File: src/rtl/dct_quant_zigzag.sv
// dct_quant_zigzag: captures an 8x8 DCT block, quantizes with rounding and streams it in zigzag order
// Ports:
//   Clock, reset       rising-edge clock, asynchronous active-high reset
//   coef_valid_i       level; high while coef_in_i holds a finished block
//   coef_in_i[703:0]   coefficient (r,c) at [(r*8+c)*11+:11], two's complement
//   busy_o             high from capture until the last element is accepted
//   out_valid_o        out_data_o/out_index_o/out_last_o valid
//   out_ready_i        consumer accepts on an edge where out_valid_o && out_ready_i
//   out_data_o[10:0]   quantized coefficient, signed
//   out_index_o[5:0]   zigzag position k
//   out_last_o         high with k=63
//   block_done_o       one-cycle pulse after the last element is accepted
//   last_nz_o[6:0]     (highest k with nonzero output)+1, valid while block_done_o
module dct_quant_zigzag #(
  parameter logic [511:0] QTABLE = 512'h63676470625F5C48_65787967574E4031_5C71685140372318_4D676D4438251612_3E5057331D16110E_3845392818100D0E_373C3A1A130E0C0C_3D332818100A0B10
) (
  input  logic         Clock,
  input  logic         reset,
  input  logic         coef_valid_i,
  input  logic [703:0] coef_in_i,
  output logic         busy_o,
  output logic         out_valid_o,
  input  logic         out_ready_i,
  output logic [10:0]  out_data_o,
  output logic [5:0]   out_index_o,
  output logic         out_last_o,
  output logic         block_done_o,
  output logic [6:0]   last_nz_o
);
  typedef enum logic [1:0] {IDLE, STREAM, DONE} state_t;
  localparam logic [63:0][7:0] QT = QTABLE;
  localparam logic [5:0] ZZ [64] = '{
    6'd0, 6'd1, 6'd8, 6'd16, 6'd9, 6'd2, 6'd3, 6'd10, 6'd17, 6'd24, 6'd32, 6'd25, 6'd18, 6'd11, 6'd4, 6'd5,
    6'd12, 6'd19, 6'd26, 6'd33, 6'd40, 6'd48, 6'd41, 6'd34, 6'd27, 6'd20, 6'd13, 6'd6, 6'd7, 6'd14, 6'd21, 6'd28,
    6'd35, 6'd42, 6'd49, 6'd56, 6'd57, 6'd50, 6'd43, 6'd36, 6'd29, 6'd22, 6'd15, 6'd23, 6'd30, 6'd37, 6'd44, 6'd51,
    6'd58, 6'd59, 6'd52, 6'd45, 6'd38, 6'd31, 6'd39, 6'd46, 6'd53, 6'd60, 6'd61, 6'd54, 6'd47, 6'd55, 6'd62, 6'd63};
  state_t            state_q, state_d;
  logic [63:0][10:0] coef_q, coef_d;
  logic              armed_q, armed_d;
  logic [5:0]        k_q, k_d;
  logic              busy_q, busy_d;
  logic              out_valid_q, out_valid_d;
  logic [10:0]       out_data_q, out_data_d;
  logic [5:0]        out_index_q, out_index_d;
  logic              out_last_q, out_last_d;
  logic              block_done_q, block_done_d;
  logic [6:0]        last_nz_q, last_nz_d;
  logic [5:0]        pos;
  logic [10:0]       c;
  logic [7:0]        div;
  logic [11:0]       mag, num, q;
  logic [10:0]       qv;
  logic              capture, accept;
  // Quantizer for the element k_q will load next; a zero table entry divides by 1.
  // Magnitude is taken in 12 bits so that -1024 yields 1024.
  always_comb begin
    pos = ZZ[k_q];
    c   = coef_q[pos];
    div = (QT[pos] == 8'd0) ? 8'd1 : QT[pos];
    mag = c[10] ? ~{c[10], c} + 12'd1 : {1'b0, c};
    num = mag + {5'd0, div[7:1]};
    q   = num / {4'd0, div};
    qv  = c[10] ? 11'(12'd0 - q) : q[10:0];
  end
  assign capture = (state_q == IDLE) && coef_valid_i && armed_q;
  assign accept  = out_valid_q && out_ready_i;
  always_comb begin
    state_d      = state_q;
    coef_d       = coef_q;
    k_d          = k_q;
    busy_d       = busy_q;
    out_valid_d  = out_valid_q;
    out_data_d   = out_data_q;
    out_index_d  = out_index_q;
    out_last_d   = out_last_q;
    block_done_d = 1'b0;
    last_nz_d    = last_nz_q;
    // coef_valid_i is a level: a block is taken once, then re-armed only after it drops
    armed_d      = capture ? 1'b0 : (!coef_valid_i ? 1'b1 : armed_q);
    case (state_q)
      IDLE: if (capture) begin
        coef_d    = coef_in_i;
        busy_d    = 1'b1;
        k_d       = 6'd0;
        last_nz_d = 7'd0;
        state_d   = STREAM;
      end
      STREAM: begin
        if (accept && out_data_q != 11'd0) last_nz_d = {1'b0, out_index_q} + 7'd1;
        if (accept && out_last_q) begin
          out_valid_d  = 1'b0;
          out_last_d   = 1'b0;
          busy_d       = 1'b0;
          block_done_d = 1'b1;
          state_d      = DONE;
        end else if (!out_valid_q || accept) begin
          out_valid_d = 1'b1;
          out_data_d  = qv;
          out_index_d = k_q;
          out_last_d  = (k_q == 6'd63);
          k_d         = k_q + 6'd1;
        end
      end
      DONE: state_d = IDLE;
      default: state_d = IDLE;
    endcase
  end
  always_ff @(posedge Clock or posedge reset) begin
    if (reset) begin
      state_q      <= IDLE;
      coef_q       <= '0;
      armed_q      <= 1'b1;
      k_q          <= 6'd0;
      busy_q       <= 1'b0;
      out_valid_q  <= 1'b0;
      out_data_q   <= 11'd0;
      out_index_q  <= 6'd0;
      out_last_q   <= 1'b0;
      block_done_q <= 1'b0;
      last_nz_q    <= 7'd0;
    end else begin
      state_q      <= state_d;
      coef_q       <= coef_d;
      armed_q      <= armed_d;
      k_q          <= k_d;
      busy_q       <= busy_d;
      out_valid_q  <= out_valid_d;
      out_data_q   <= out_data_d;
      out_index_q  <= out_index_d;
      out_last_q   <= out_last_d;
      block_done_q <= block_done_d;
      last_nz_q    <= last_nz_d;
    end
  end
  assign busy_o       = busy_q;
  assign out_valid_o  = out_valid_q;
  assign out_data_o   = out_data_q;
  assign out_index_o  = out_index_q;
  assign out_last_o   = out_last_q;
  assign block_done_o = block_done_q;
  assign last_nz_o    = last_nz_q;
endmodule
File: config.mk
export PLATFORM = sky130hd
export DESIGN_NAME = dct_quant_zigzag
export DESIGN_NICKNAME = d
export VERILOG_FILES = /design/src/rtl/dct_quant_zigzag.sv
export SDC_FILE = /design/constraint.sdc
export NUM_CORES = 2
export LEC_CHECK = 0
export ABC_AREA = 0
export CORE_AREA = 2 2 284 286
export DETAILED_ROUTE_END_ITERATION = 8
export DIE_AREA = 0 0 286 288
export DONT_BUFFER_PORTS = 1
export MAX_ROUTING_LAYER = met4
export PLACE_DENSITY = 0.68
export SETUP_SLACK_MARGIN = 0.05
export SKIP_LAST_GASP = 1
export SLEW_MARGIN = 20
export SYNTH_ARGS = -nofsm -noshare
export SYNTH_HDL_FRONTEND = slang
export SYNTH_SLANG_ARGS = --single-unit
File: constraint.sdc
create_clock -name Clock -period 27.9 [get_ports Clock]
set_input_delay 5.58 -clock Clock [delete_from_list [all_inputs] [get_ports Clock]]
set_output_delay 5.58 -clock Clock [all_outputs]
set_load 0.02 [all_outputs]
# Word-level counts from Yosys, hierarchy flattened
# Memory sizes are Yosys's and may differ from the RTL's.
# Index checks and enable logic that the tools add are counted.
[word_totals]
reg_bits = 741
mem_bits_ro = 896
inputBits = 708
word_cells = 143
memories = 2
[mem_list]
columns = ["name", "words", "width", "rd", "rd_clocked_by_memory_dff", "write_ports", "line", "text"]
rows = [
  ["(no name shown)", 64, 8, 1, 0, 0, "59", "div = (QT[pos] == 8'd0) ? 8'd1 : QT[pos];"],
  ["(no name shown)", 64, 6, 1, 0, 0, "57", "pos = ZZ[k_q];"],
]
[classes]
addsub = 5
div = 1
magnitude_cmp = 2
eq_ne = 8
mux = 29
bitwise = 3
reduce_logical = 19
[ops]
columns = ["op", "count"]
rows = [
  ["binary-select mux 11 bit (select 6 bit)", 1],
  ["2-to-1 mux 6 bit", 5],
  ["2-to-1 mux 11 bit", 2],
  ["2-to-1 mux 8 bit", 2],
  ["2-to-1 mux 7 bit", 2],
  ["case mux 7 bit (2 select lines)", 1],
  ["adder 12 x 1 -> 12 bit (second input constant)", 1],
  ["adder 12 x 7 -> 12 bit", 1],
  ["divider 12 x 8 -> 12 bit", 1],
  ["2-to-1 mux 12 bit", 1],
  ["inverter 12 bit", 1],
  ["case mux 6 bit (2 select lines)", 1],
  ["nonzero test 11 bit", 1],
  ["subtractor 1 x 11 -> 11 bit (first input constant)", 1],
  ["2-to-1 mux 1 bit", 10],
  ["!= test 2 bit (second input constant)", 5],
  ["AND reduction 3 bit", 3],
  ["zero test 8 bit", 1],
  ["adder 6 x 1 -> 7 bit (second input constant)", 1],
  [">= comparator 7 bit (second input constant)", 1],
  ["less-than comparator 6 x 7 -> 1 bit (second input constant)", 1],
  ["inverter 6 -> 7 bit", 1],
  ["adder 6 x 1 -> 6 bit (second input constant)", 1],
  ["== test 6 bit (second input constant)", 1],
  ["13 further kinds", 21],
]

# Depth between registers and ports, before layout
[logic_depth]
depth_word = 13
mapped_depth = 150
depth_no_buf = 138

# Least setup slack after synthesis
# No wires, ideal clock.
[synth_path]
path_type = "register -> register"
startpoint = "reg k_q[1]"
endpoint = "reg out_data_q[10] (netlist: out_data_o[10])"
setup_time_ns = 0.131
t_arrival_ns = 27.490
required_time_ns = 27.769
setup_slack_ns = 0.279
stages_incl_launch_ff = 142
synth_period_minus_slack_ns = 27.621
cell_sequence = "dfrtp_1 > inv_1 > ha_1 > nor2_1 > a21oi_1 > o21ai_2 > o21a_1 > buf_4 > buf_2 > buf_2 > buf_4 > buf_2 > buf_2 > ha_1 > clkbuf_1 > or3_1 > a21oi_1 > a21oi_1 > [106 not listed] > and3_1 > buf_2 > buf_2 > o21ai_0 > ha_1 > a21oi_1 > nor2b_1 > o21ai_0 > nand2b_1 > a21oi_1 > nor2b_1 > o21ai_0 > nand2b_1 > a311oi_1 > inv_1 > or2_1 > o2111ai_1 > nand3_1"
[synth_between]
elab_chain_cells = 13
word_cells_on_any_way = 17
cone_classes = "add/sub: 3; div: 1; mux: 8; bitwise: 2; reduce/logical: 1; memory: 2"
[synth_lines]
columns = ["item", "line", "text"]
rows = [
  ["from (decl)", "40", "logic [5:0] k_q, k_d;"],
  ["from (signal assigned)", "125", "k_q <= k_d;"],
  ["inverter 6 -> 7 bit (implied by the code) *", "57", ""],
  ["memory read (64 x 6 bit) *", "n/a", ""],
  ["2-to-1 mux 6 bit (implied by the code) * (2 in series)", "57", ""],
  ["binary-select mux 11 bit (select 6 bit)", "58", "c = coef_q[pos];"],
  ["2-to-1 mux 11 bit (implied by the code)", "58", ""],
  ["inverter 12 bit", "60", "mag = c[10] ? ~{c[10], c} + 12'd1 : {1'b0, c};"],
  ["adder 12 x 1 -> 12 bit", "60", ""],
  ["2-to-1 mux 12 bit", "60", ""],
  ["adder 12 x 7 -> 12 bit", "61", "num = mag + {5'd0, div[7:1]};"],
  ["divider 12 x 8 -> 12 bit", "62", "q = num / {4'd0, div};"],
  ["subtractor 1 x 11 -> 11 bit", "63", "qv = c[10] ? 11'(12'd0 - q) : q[10:0];"],
  ["2-to-1 mux 11 bit *", "63", ""],
  ["to (signal assigned)", "128", "out_data_q <= out_data_d;"],
  ["to (decl)", "43", "logic [10:0] out_data_q, out_data_d;"],
]
# Mark *: on every way between the ends. The rest lies on a longest branch, timed or not. The select of a mux whose other input is x is not followed.
# A chain may end at the register's enable or synchronous reset.

# Worst setup path in the final report
[layout_path]
startpoint = "reg k_q[0]"
endpoint = "reg out_data_q[10] (netlist: out_data_o[10])"
# Same word-level chain as after synthesis.

==> summary.md <==
| Metric | Value |
|---|---|
| Maximum buffer depth of the clock tree | 3 |
| Global-route wire length before repair | 236 mm |
| Final setup violating endpoints | 0 |
| Critical Path Max Stage Delay | 540 ps |
| Largest net degree at the start of global routing | 221 |
| Detailed-router iteration count before antenna repair | 7 |
| Cell at the slowest stage of the critical path | sky130_fd_sc_hd__or3_4 |
| Maximum operating frequency | between 0.03 and 0.04 GHz |
| Clock H-tree levels | 3 |
| Worst reg2reg path endpoint | out_data_o[10] |
| Dominant register cell in the synthesized netlist | sky130_fd_sc_hd__dfrtp_1 |
| R2r setup slk | 1980 ps |
| Count of final hold-check violations | 0 |
| Flops & latches, synth | approximately 740 |
| Result of the run | complete, no violations |
| Vertical die dimension | 288 um |
| Number of CTS-inserted buffers | 81 |
| Cell Rows | 104 |
| Worst Setup End Kind | flop |
| Count of maximum capacitance violations | 0 |
| Register-to-Register Path Depth | 132 |
| Total of hold buffers inserted after clock tree synthesis | 0 |
| Number of global-route vias before repair | between 30,000 and 40,000 |
| Final critical-path share of the clock period | 92.9% |
| Number of buffer cells added on primary ports | 0 |
| Source-to-sink clock delay at the later pin of the worst-skew pair | 650 ps |
| Worst setup timing slack at the placement stage | around 250 ps |
| Post-route worst setup slack | 1980 ps |
| Instance count along the most critical hold path | 2 |
| Time the worst path needs with I/O delays and setup | 25,920 ps |
| Worst setup path class | reg2reg |
| Max-slew violation count | 0 |
| Antenna violations before repair | 24 |
| Arrival time at the worst endpoint | 26,450 ps |
| Slew at the pin with the worst max-slew slack | around 1300 ps |
| Critical path buffer and inverter count | 7 |
| Synthesized Nets | 5,876 |
| Buffer cell driving the clock tree root | sky130_fd_sc_hd__clkbuf_16 |
| Total Die Area | 82,400 um^2 |
| Nature of the critical path startpoint | flop |
| Clock edge transition at the registers on the reported setup and hold paths | 70 ps |
| Fraction of synthesis flops using an asynchronous set or reset pin | 100% |
| Layout overhead on the synthesized area | 11.9% |
| Overall via count from detail_route | 37,800 |
| Clock skew | 34.1 ps |
| Post-Syn Area | 40,500 um^2 |
| Global route overflow | 0 |
| Total DRC errors in the routed layout | 0 |
| CTS tree | done |
| Number of nets still failing antenna checks after routing | 0 |
| Detailed placer's ending HPWL | 122 mm |
| Number of distinct library cells after synthesis | 117 |
| Crit-path max FO | 19 |
| Total wire length after detailed routing | between 150 and 200 mm |
| Hold path startpoint | coef_q[414] |
| Ports | 736 |
| Beginning of the worst register-to-register path | k_q[0] |
| Most Frequent Cell on Critical Path | sky130_fd_sc_hd__o21a_1 |
| CP required | between 20,000 and 30,000 ps |
| Portion of the post-synthesis area used by sequential elements | between 40 and 50% |
| Global-route usage over all layers | around 40% |
| Avg Synthesized Cell Area | 7.98 um^2 |
| Count of synthesis-stage warnings from yosys | 0 |
| Number of nets in the layout | 5,829 |
| Kind of cell adding the most delay to the critical path | compound AO/OA/AOI/OAI gates |
| Layout cells sized above 1 | approximately a tenth |
| Worst slew margin relative to its limit | 14.1% |
| Post-synth EDFFs | 0 |
| RD Place Congestion | about 1.1 |
| Syn Inst Count | roughly 5,100 |
| Initial detailed-routing violation count | ~4,300 |
| WL/cell | 26.9 um |
| CTS sink count | 741 |
| Die outline width | 286 um |
| Type of the tightest min-delay check | reg2reg |
| Effective utilization at floorplan | 50.9% |
| Placeable core area | 79,600 um^2 |
| Via count normalized by instance count | 6.12 |
| WHS Endpoint | coef_q[414] |
[metal layers]
metal	up-vias	wire, um	global-route usage [%]	share of wire, %
li1	16900	-	-	-
met1	18400	64400	50.6	39
met2	2030	77700	62.2	47
met3	435	14600	6.89	8.8
met4	0	9330	19.6	5.6
met5	-	0	-	0
[state kept, by name (all words and copies together) (netlist names)]
| register | count |
|---|---|
| coef_q | 704 |
| out_data_o | 11 |
| last_nz_o | 7 |
| k_q | 6 |
| out_index_o | 6 |
| state_q | 2 |
| armed_q | 1 |
| block_done_o | 1 |
| busy_o | 1 |
| out_last_o | 1 |
| out_valid_o | 1 |
[worst max path at each step]
stage	startpoint	end	slack, ps	cells after the start
after global routing	k_q[1]	out_data_o[8]	-6	135
after detailed placement	k_q[1]	out_data_o[10]	250	133
after CTS	k_q[1]	out_data_o[10]	160	133
after floorplan	k_q[1]	out_data_o[10]	280	141
after global placement	k_q[1]	out_data_o[10]	400	130
final	k_q[0]	out_data_o[10]	1980	132
[worst reg2reg max path: cells and delay by family, from the launching register on]
family	cells	cell delay [ps]
flops	1	410
simple gates	43	7450
buf+inv	7	900
mux	6	1690
xor+xnor	1	90
compound gates	61	11130
fa+ha+maj	14	4120
[synthesized netlist by cell type, drive strengths merged, types with 17 or more instances]
library cell	number	share of area, %
nor2b	17	0.26
o31ai	23	0.47
buf	118	1.7
a21oi	131	1.7
a2111oi	31	0.78
a311oi	26	0.61
xnor2	22	0.48
dfrtp	740	46
clkbuf	218	2.0
a32o	26	0.64
nor3	57	0.74
and3	89	1.4
nand2	2422	22
a22oi	21	0.40
a221o	18	0.44
nand2b	22	0.34
o21a	37	0.69
mux2i	62	1.5
or3	21	0.32
a211oi	47	0.90
a31oi	46	0.73
nor2	131	1.2
nand3	123	1.5
ha	93	2.9
o211ai	46	0.87
o21ai	137	1.7
mux2	41	1.1
inv	57	0.53
nand4	17	0.26
[timing repair]
action / 4_1_cts / 5_1_grt
resized for setup: 0 / 72
buffers inserted: 0 / 38
setup endpoints to repair: 0 / 11
[cell families after synthesis]
| kind of cell | share of synthesized area, % |
|---|---|
| AND/OR/NAND/NOR | 29.7 |
| flip-flops | 45.8 |
| AO/OA/AOI/OAI | 13.3 |
| buffers and inverters | 4.29 |
| multiplexers | 3.25 |
| adder cells (fa/ha/maj) | 2.92 |
| XOR/XNOR | 0.714 |
| other | 0.00926 |
[cell type report]
class | count | area (um^2)
Fill cell | 7378 | 34300
Multi-Input combinational cell | 3942 | 20600
Sequential cell | 741 | 18600
Clock buffer | 117 | 2320
Timing Repair Buffer | 202 | 1830
Tap cell | 1060 | 1330
Clock inverter | 28 | 395
Inverter | 57 | 274
Antenna cell | 21 | 52.6
Timing Repair inverter | 2 | 22.5
[metrics by stage]
stage,util (%),area (um^2),TNS [ps],cells,hold WS [ps]
6_report,56.9,45300,0,6170,464
5_1_grt,56.9,45300,-6.08,6169,483
3_5_place_dp,52.6,41900,0,5961,454
4_1_cts,56.0,44600,0,6106,469
2_1_floorplan,-,40500,0,5074,437
3_3_place_gp,52.6,41900,0,5961,450
[layout by cell type (no fill, tap or decap), drive strengths merged, types with 17 or more instances in the layout]
master / synthesis / routed
a2111oi: 31 / 31
a211oi: 47 / 47
a21oi: 131 / 132
a221o: 18 / 18
a22oi: 21 / 21
a311oi: 26 / 26
a31oi: 46 / 46
a32o: 26 / 26
and3: 89 / 89
buf: 118 / 201
clkbuf: 218 / 118
clkinv: 0 / 21
dfrtp: 740 / 740
diode: 0 / 21
ha: 93 / 93
inv: 57 / 59
mux2: 41 / 41
mux2i: 62 / 62
nand2: 2422 / 2423
nand2b: 22 / 22
nand3: 123 / 123
nand4: 17 / 17
nor2: 131 / 131
nor2b: 17 / 17
nor3: 57 / 57
o211ai: 46 / 46
o21a: 37 / 37
o21ai: 137 / 137
o31ai: 23 / 23
or3: 21 / 21
xnor2: 22 / 22
Power is not shown: default switching activity piles up to over one toggle a cycle in this logic, so the estimate is an artifact.
